===== config.mk =====
export PLATFORM = sky130hd
export DESIGN_NAME = uart_tx_arbiter
export DESIGN_NICKNAME = d
export VERILOG_FILES = /design/src/rtl/uart_tx_arbiter.sv
export SDC_FILE = /design/constraint.sdc
export NUM_CORES = 1
export LEC_CHECK = 0
export CAP_MARGIN = 20
export CORE_MARGIN = 2
export CORE_UTILIZATION = 43
export DETAILED_ROUTE_END_ITERATION = 6
export GPL_ROUTABILITY_DRIVEN = 1
export PLACE_DENSITY = 0.9
export SETUP_SLACK_MARGIN = 0.1
export SKIP_LAST_GASP = 1
export SLEW_MARGIN = 25
export SYNTH_ARGS = -nofsm -noshare
export SYNTH_HDL_FRONTEND = slang
export SYNTH_SLANG_ARGS = --single-unit

===== constraint.sdc =====
create_clock -name clk -period 4 [get_ports clk]
set_input_delay 0.8 -clock clk [delete_from_list [all_inputs] [get_ports clk]]
set_output_delay 0.8 -clock clk [all_outputs]
set_load 0.1 [all_outputs]

===== src/rtl/uart_tx_arbiter.sv =====
// uart_tx_arbiter: round-robin sharing of the UART byte-buffer transmit
// controller between NREQ message sources, with completion/timeout pulses.
module uart_tx_arbiter #(
    parameter int unsigned NREQ    = 4,
    parameter int unsigned TIMEOUT = 1023
) (
    input  logic                 clk,
    input  logic                 rst_n,
    input  logic [NREQ-1:0]      req,
    input  logic [3*NREQ-1:0]    req_bcount,
    input  logic [32*NREQ-1:0]   req_tbuf,
    output logic [NREQ-1:0]      done,
    output logic [NREQ-1:0]      err,
    output logic [NREQ-1:0]      grant,
    output logic [2:0]           bc_bcount,
    output logic [31:0]          bc_tbuf,
    output logic                 bc_start,
    input  logic                 bc_ready,
    output logic                 busy
);

    localparam int unsigned PTR_W  = 3;
    localparam int unsigned IDX_W  = PTR_W + 1;
    localparam int unsigned CNT_W  = 16;
    localparam int unsigned CNTX_W = CNT_W + 1;
    localparam int unsigned BC_W   = 3;
    localparam int unsigned DATA_W = 32;
    localparam int unsigned MAXN   = 8;

    typedef enum logic [1:0] {
        S_IDLE  = 2'd0,
        S_ISSUE = 2'd1,
        S_BUSY  = 2'd2,
        S_DONE  = 2'd3
    } state_e;

    state_e              state_q, state_d;
    logic [PTR_W-1:0]    ptr_q, ptr_d;
    logic [PTR_W-1:0]    win_q, win_d;
    logic [CNT_W-1:0]    cnt_q, cnt_d;
    logic [NREQ-1:0]     grant_q, grant_d;
    logic [NREQ-1:0]     done_q, done_d;
    logic [NREQ-1:0]     err_q, err_d;
    logic [BC_W-1:0]     bcount_q, bcount_d;
    logic [DATA_W-1:0]   tbuf_q, tbuf_d;
    logic                start_q, start_d;
    logic                busy_q, busy_d;

    logic [MAXN-1:0]     elig;
    logic                found;
    logic [PTR_W-1:0]    sel;
    logic [IDX_W-1:0]    idx;
    logic [BC_W-1:0]     sel_bcount;
    logic [DATA_W-1:0]   sel_tbuf;
    logic [PTR_W-1:0]    ptr_next;
    logic                timeout_hit;

    // A source being released this cycle is not eligible for re-grant
    assign elig = MAXN'(req & ~done_q & ~err_q);

    assign ptr_next    = (win_q == PTR_W'(NREQ - 1)) ? '0 : win_q + PTR_W'(1);
    assign timeout_hit = (CNTX_W'(cnt_q) + CNTX_W'(1)) >= CNTX_W'(TIMEOUT);

    // Round-robin search starting at ptr, first eligible source wins
    always_comb begin
        found = 1'b0;
        sel   = '0;
        idx   = '0;
        for (int unsigned k = 0; k < NREQ; k++) begin
            idx = IDX_W'(ptr_q) + IDX_W'(k);
            if (idx >= IDX_W'(NREQ)) begin
                idx = idx - IDX_W'(NREQ);
            end
            if (!found && elig[idx[PTR_W-1:0]]) begin
                found = 1'b1;
                sel   = idx[PTR_W-1:0];
            end
        end
    end

    // Payload of the selected source
    always_comb begin
        sel_bcount = '0;
        sel_tbuf   = '0;
        for (int unsigned i = 0; i < NREQ; i++) begin
            if (sel == PTR_W'(i)) begin
                sel_bcount = req_bcount[BC_W*i +: BC_W];
                sel_tbuf   = req_tbuf[DATA_W*i +: DATA_W];
            end
        end
    end

    // Next-state and next-output logic
    always_comb begin
        state_d  = state_q;
        ptr_d    = ptr_q;
        win_d    = win_q;
        cnt_d    = cnt_q;
        grant_d  = grant_q;
        done_d   = '0;
        err_d    = '0;
        bcount_d = bcount_q;
        tbuf_d   = tbuf_q;
        start_d  = start_q;

        unique case (state_q)
            S_IDLE: begin
                // bc_ready gates selection so a job left in flight across reset drains first
                if (found && bc_ready) begin
                    win_d    = sel;
                    grant_d  = NREQ'(1) << sel;
                    bcount_d = sel_bcount;
                    tbuf_d   = sel_tbuf;
                    if (sel_bcount == '0) begin
                        state_d = S_DONE;
                    end else begin
                        state_d = S_ISSUE;
                        start_d = 1'b1;
                        cnt_d   = '0;
                    end
                end
            end
            S_ISSUE: begin
                if (!bc_ready) begin
                    start_d = 1'b0;
                    state_d = S_BUSY;
                end else if (timeout_hit) begin
                    start_d = 1'b0;
                    err_d   = grant_q;
                    grant_d = '0;
                    ptr_d   = ptr_next;
                    state_d = S_IDLE;
                end else begin
                    cnt_d = (cnt_q == '1) ? cnt_q : cnt_q + CNT_W'(1);
                end
            end
            S_BUSY: begin
                if (bc_ready) begin
                    state_d = S_DONE;
                end
            end
            S_DONE: begin
                done_d  = grant_q;
                grant_d = '0;
                ptr_d   = ptr_next;
                state_d = S_IDLE;
            end
            default: state_d = S_IDLE;
        endcase

        busy_d = (state_d != S_IDLE);
    end

    // State and output registers
    always_ff @(posedge clk or negedge rst_n) begin
        if (!rst_n) begin
            state_q  <= S_IDLE;
            ptr_q    <= '0;
            win_q    <= '0;
            cnt_q    <= '0;
            grant_q  <= '0;
            done_q   <= '0;
            err_q    <= '0;
            bcount_q <= '0;
            tbuf_q   <= '0;
            start_q  <= 1'b0;
            busy_q   <= 1'b0;
        end else begin
            state_q  <= state_d;
            ptr_q    <= ptr_d;
            win_q    <= win_d;
            cnt_q    <= cnt_d;
            grant_q  <= grant_d;
            done_q   <= done_d;
            err_q    <= err_d;
            bcount_q <= bcount_d;
            tbuf_q   <= tbuf_d;
            start_q  <= start_d;
            busy_q   <= busy_d;
        end
    end

    assign done      = done_q;
    assign err       = err_q;
    assign grant     = grant_q;
    assign bc_bcount = bcount_q;
    assign bc_tbuf   = tbuf_q;
    assign bc_start  = start_q;
    assign busy      = busy_q;

endmodule


==> impl_metrics.env <==
export IMPL_period_minus_slack_ps=3530
export IMPL_slew_headroom=0.286
export IMPL_clockBufferDepth=2
export IMPL_fin_ws_ps=472
export IMPL_yosysTopAreaCell="dfrtp_1"
export IMPL_top_usage_layer="met2"
export IMPL_worst_ep_required_time_ps=4240
export IMPL_crit_fanout=9
export IMPL_cp_arrival_ps=3770
export IMPL_cap_violations=0
export IMPL_cts_buffers=9
export IMPL_vias_per_cell=5.73
export IMPL_leakagePower_nw=2.83
export IMPL_cts_root_buf="clkbuf_8"
export IMPL_synth_common_cells="dfrtp_1 (73), mux2i_1 (71), o21a_1 (36), a22oi_1 (35), nand2_1 (20)"
export IMPL_skew_ps=9.26
export IMPL_place_ws_ps=158
export IMPL_ys_types=64
export IMPL_antenna_found_initial=0
export IMPL_row_count=37
export IMPL_crit_path_end_kind="register"
export IMPL_synth_most_common_cell="dfrtp_1"
export IMPL_dp_hpwl_um=10800
export IMPL_synth_cells=445
export IMPL_status="finished with violations"
export IMPL_maxSlewViolCount=0
export IMPL_grtUsageMet2=0.460
export IMPL_fin_nets=782
export IMPL_rsz0062_at_grt="no"
export IMPL_post_cts_setup_buffer_count=0
export IMPL_crit_type="primary input to register"
export IMPL_tritoncts="done"
export IMPL_finalSetupViolations=0
export IMPL_gr_total_overflow=0
export IMPL_worst_setup_hold_path_clk_slew_ps=80
export IMPL_synth_fp_nets=597
export IMPL_netlist_area_leader_share=0.405
export IMPL_io_pin_count=196
export IMPL_layout_drive_gt1_share=0.0520
export IMPL_fp_dieH_um=106
export IMPL_dieWidth_um=106
export IMPL_die_area_sq_um=11300
export IMPL_final_util=0.661
export IMPL_clock_sinks=73
export IMPL_grt_pass1_wl_um=23000
export IMPL_drt_wl_total_um=13900
export IMPL_synth_seq_cells=73
export IMPL_diodes=0
export IMPL_syn_cell_area_sq_um=4520
export IMPL_cts_resized=0
export IMPL_coreArea_sq_um=10300
export IMPL_synth_area_leaders="dfrtp_1 (40%), mux2i_1 (16%), o21a_1 (6.0%)"
export IMPL_htreeDepth=3
export IMPL_syn2layout_area_growth_pct=50.5
export IMPL_ctsHoldBuffers=0
export IMPL_hold_path_class="register to register"
export IMPL_hold_viol_final=0
export IMPL_async_flop_share=1.00
export IMPL_grt_util_met1=0.294
export IMPL_fin_setup_tns_ps=0
export IMPL_firstDrtPassIters=7
export IMPL_ant_nets=0
export IMPL_yosysWarnings=0
export IMPL_wl_per_cell_um=18.1
export IMPL_violations="design-rule violations"
export IMPL_port_buffer_count=195
export IMPL_num_vias=4419
export IMPL_cp_start_kind="primary input"
export IMPL_use_met3=0.0625
export IMPL_initial_core_util=0.439
export IMPL_clock_latency_ps=360
export IMPL_synth_seq_area_share=0.405
export IMPL_fin_crit_sh=0.882
export IMPL_drc=2
export IMPL_power_density_nw_per_um2=883
export IMPL_grt_pass1_vias=4546
export IMPL_fmax_ghz=0.283
export IMPL_avgSynthCellArea_sq_um=10.1
export IMPL_synth_edf_count=0
export IMPL_routabilityCongestion=0.888
export IMPL_synthFlopType="dfrtp_1"
export IMPL_drtIter0Drc=312
export IMPL_grt_usage=0.256
export IMPL_max_vdd_ir_drop_mv=0.601
export IMPL_worst_pin_slew_ps=1070
export IMPL_grt_max_degree=75
==> where the power goes <==
group          internal, W  leakage, nW  switching [W]
clock network     0.000370        0.107       0.000281
registers          0.00101        0.889       0.000238
logic              0.00140         1.83        0.00271
total              0.00277         2.83        0.00323
==> worst max-delay path, stage by stage <==
cell and delay (ps):
clkdlybuf4s50_1 500, nor3b_1 460, nor3_1 120, a211o_1 350
a311oi_1 620, mux4_2 450, nor2b_2 180, buf_4 190
o21ai_1 80
==> registers in the layout (all words and copies together), names as in the netlist <==
signal	count
bc_tbuf	32
cnt_q	16
done	4
err	4
grant	4
bc_bcount	3
ptr_q	3
win_q	3
state_q	2
bc_start	1
busy	1
==> cell usage in the layout, fill, tap and decap left out, drive strengths merged, types with 2 or more instances in the layout <==
cell           count
clkdlybuf4s50    194
dfrtp             73
mux2i             71
o21a              36
a22oi             35
nand2             20
o21ai             20
nor2              17
inv               15
nand3             14
clkbuf            12
buf               10
nor3               9
nor2b              9
a21oi              8
o31a               7
and3               6
nor4b              6
ha                 5
nand4              4
nor3b              4
nand2b             4
nor4bb             4
a32o               4
o221ai             3
nor4               2
or3                2
xnor2              2
and3b              2
a211oi             2
and2               2
a21o               2
mux2               2
bufinv             2
a32oi              2
==> cells by family (layout without fill, tap and decap cells) <==
kind of cell,Yosys count,in the layout,synth area share
flops,73,73,0.405
compound gates,136,136,0.223
fa+ha+maj,5,5,0.0139
simple gates,110,110,0.138
buf+inv,45,235,0.0499
xor+xnor,2,2,0.00388
mux,74,74,0.167
==> through the flow <==
step / power [W] / std cells / hold WS [ps] / cell area [sq um]
5_1_grt: 0.00632 / 771 / 506 / 6800
2_1_floorplan: 0.00439 / 445 / 465 / 4520
4_1_cts: 0.00603 / 771 / 497 / 6800
6_report: 0.00600 / 771 / 489 / 6800
3_5_place_dp: 0.00537 / 755 / 479 / 6570
3_3_place_gp: 0.00524 / 755 / 471 / 6570
==> cell type report <==
cell class | count | area, sq um
Sequential cell | 73 | 1830
Fill cell | 786 | 3480
Multi-Input combinational cell | 327 | 2480
Inverter | 15 | 56.3
Clock inverter | 4 | 76.3
Timing Repair Buffer | 204 | 2040
Tap cell | 136 | 170
Clock buffer | 12 | 145
==> path summary, 6_finish.rpt <==
| path | start | endpoint | slack [ps] | depth (start not counted) |
|---|---|---|---|---|
| worst min-delay path | bc_tbuf[10] | bc_tbuf[10] | 490 | 1 |
| min in group asynchronous | rst_n | busy | 570 | 1 |
| worst min register to register | bc_tbuf[10] | bc_tbuf[10] | 490 | 1 |
| worst max-delay path | req[2] | cnt_q[5] | 470 | 9 |
| worst max register to register | ptr_q[1] | cnt_q[5] | 520 | 9 |
| max in group asynchronous | rst_n | bc_bcount[2] | 2850 | 1 |
==> routing by layer <==
| layer | vias to the layer above | share of wire |
|---|---|---|
| met4 | 0 | 0.029 |
| li1 | 2059 | - |
| met2 | 190 | 0.52 |
| met5 | - | 0 |
| met1 | 2131 | 0.38 |
| met3 | 39 | 0.069 |
Power figures use the tool's default switching activity.
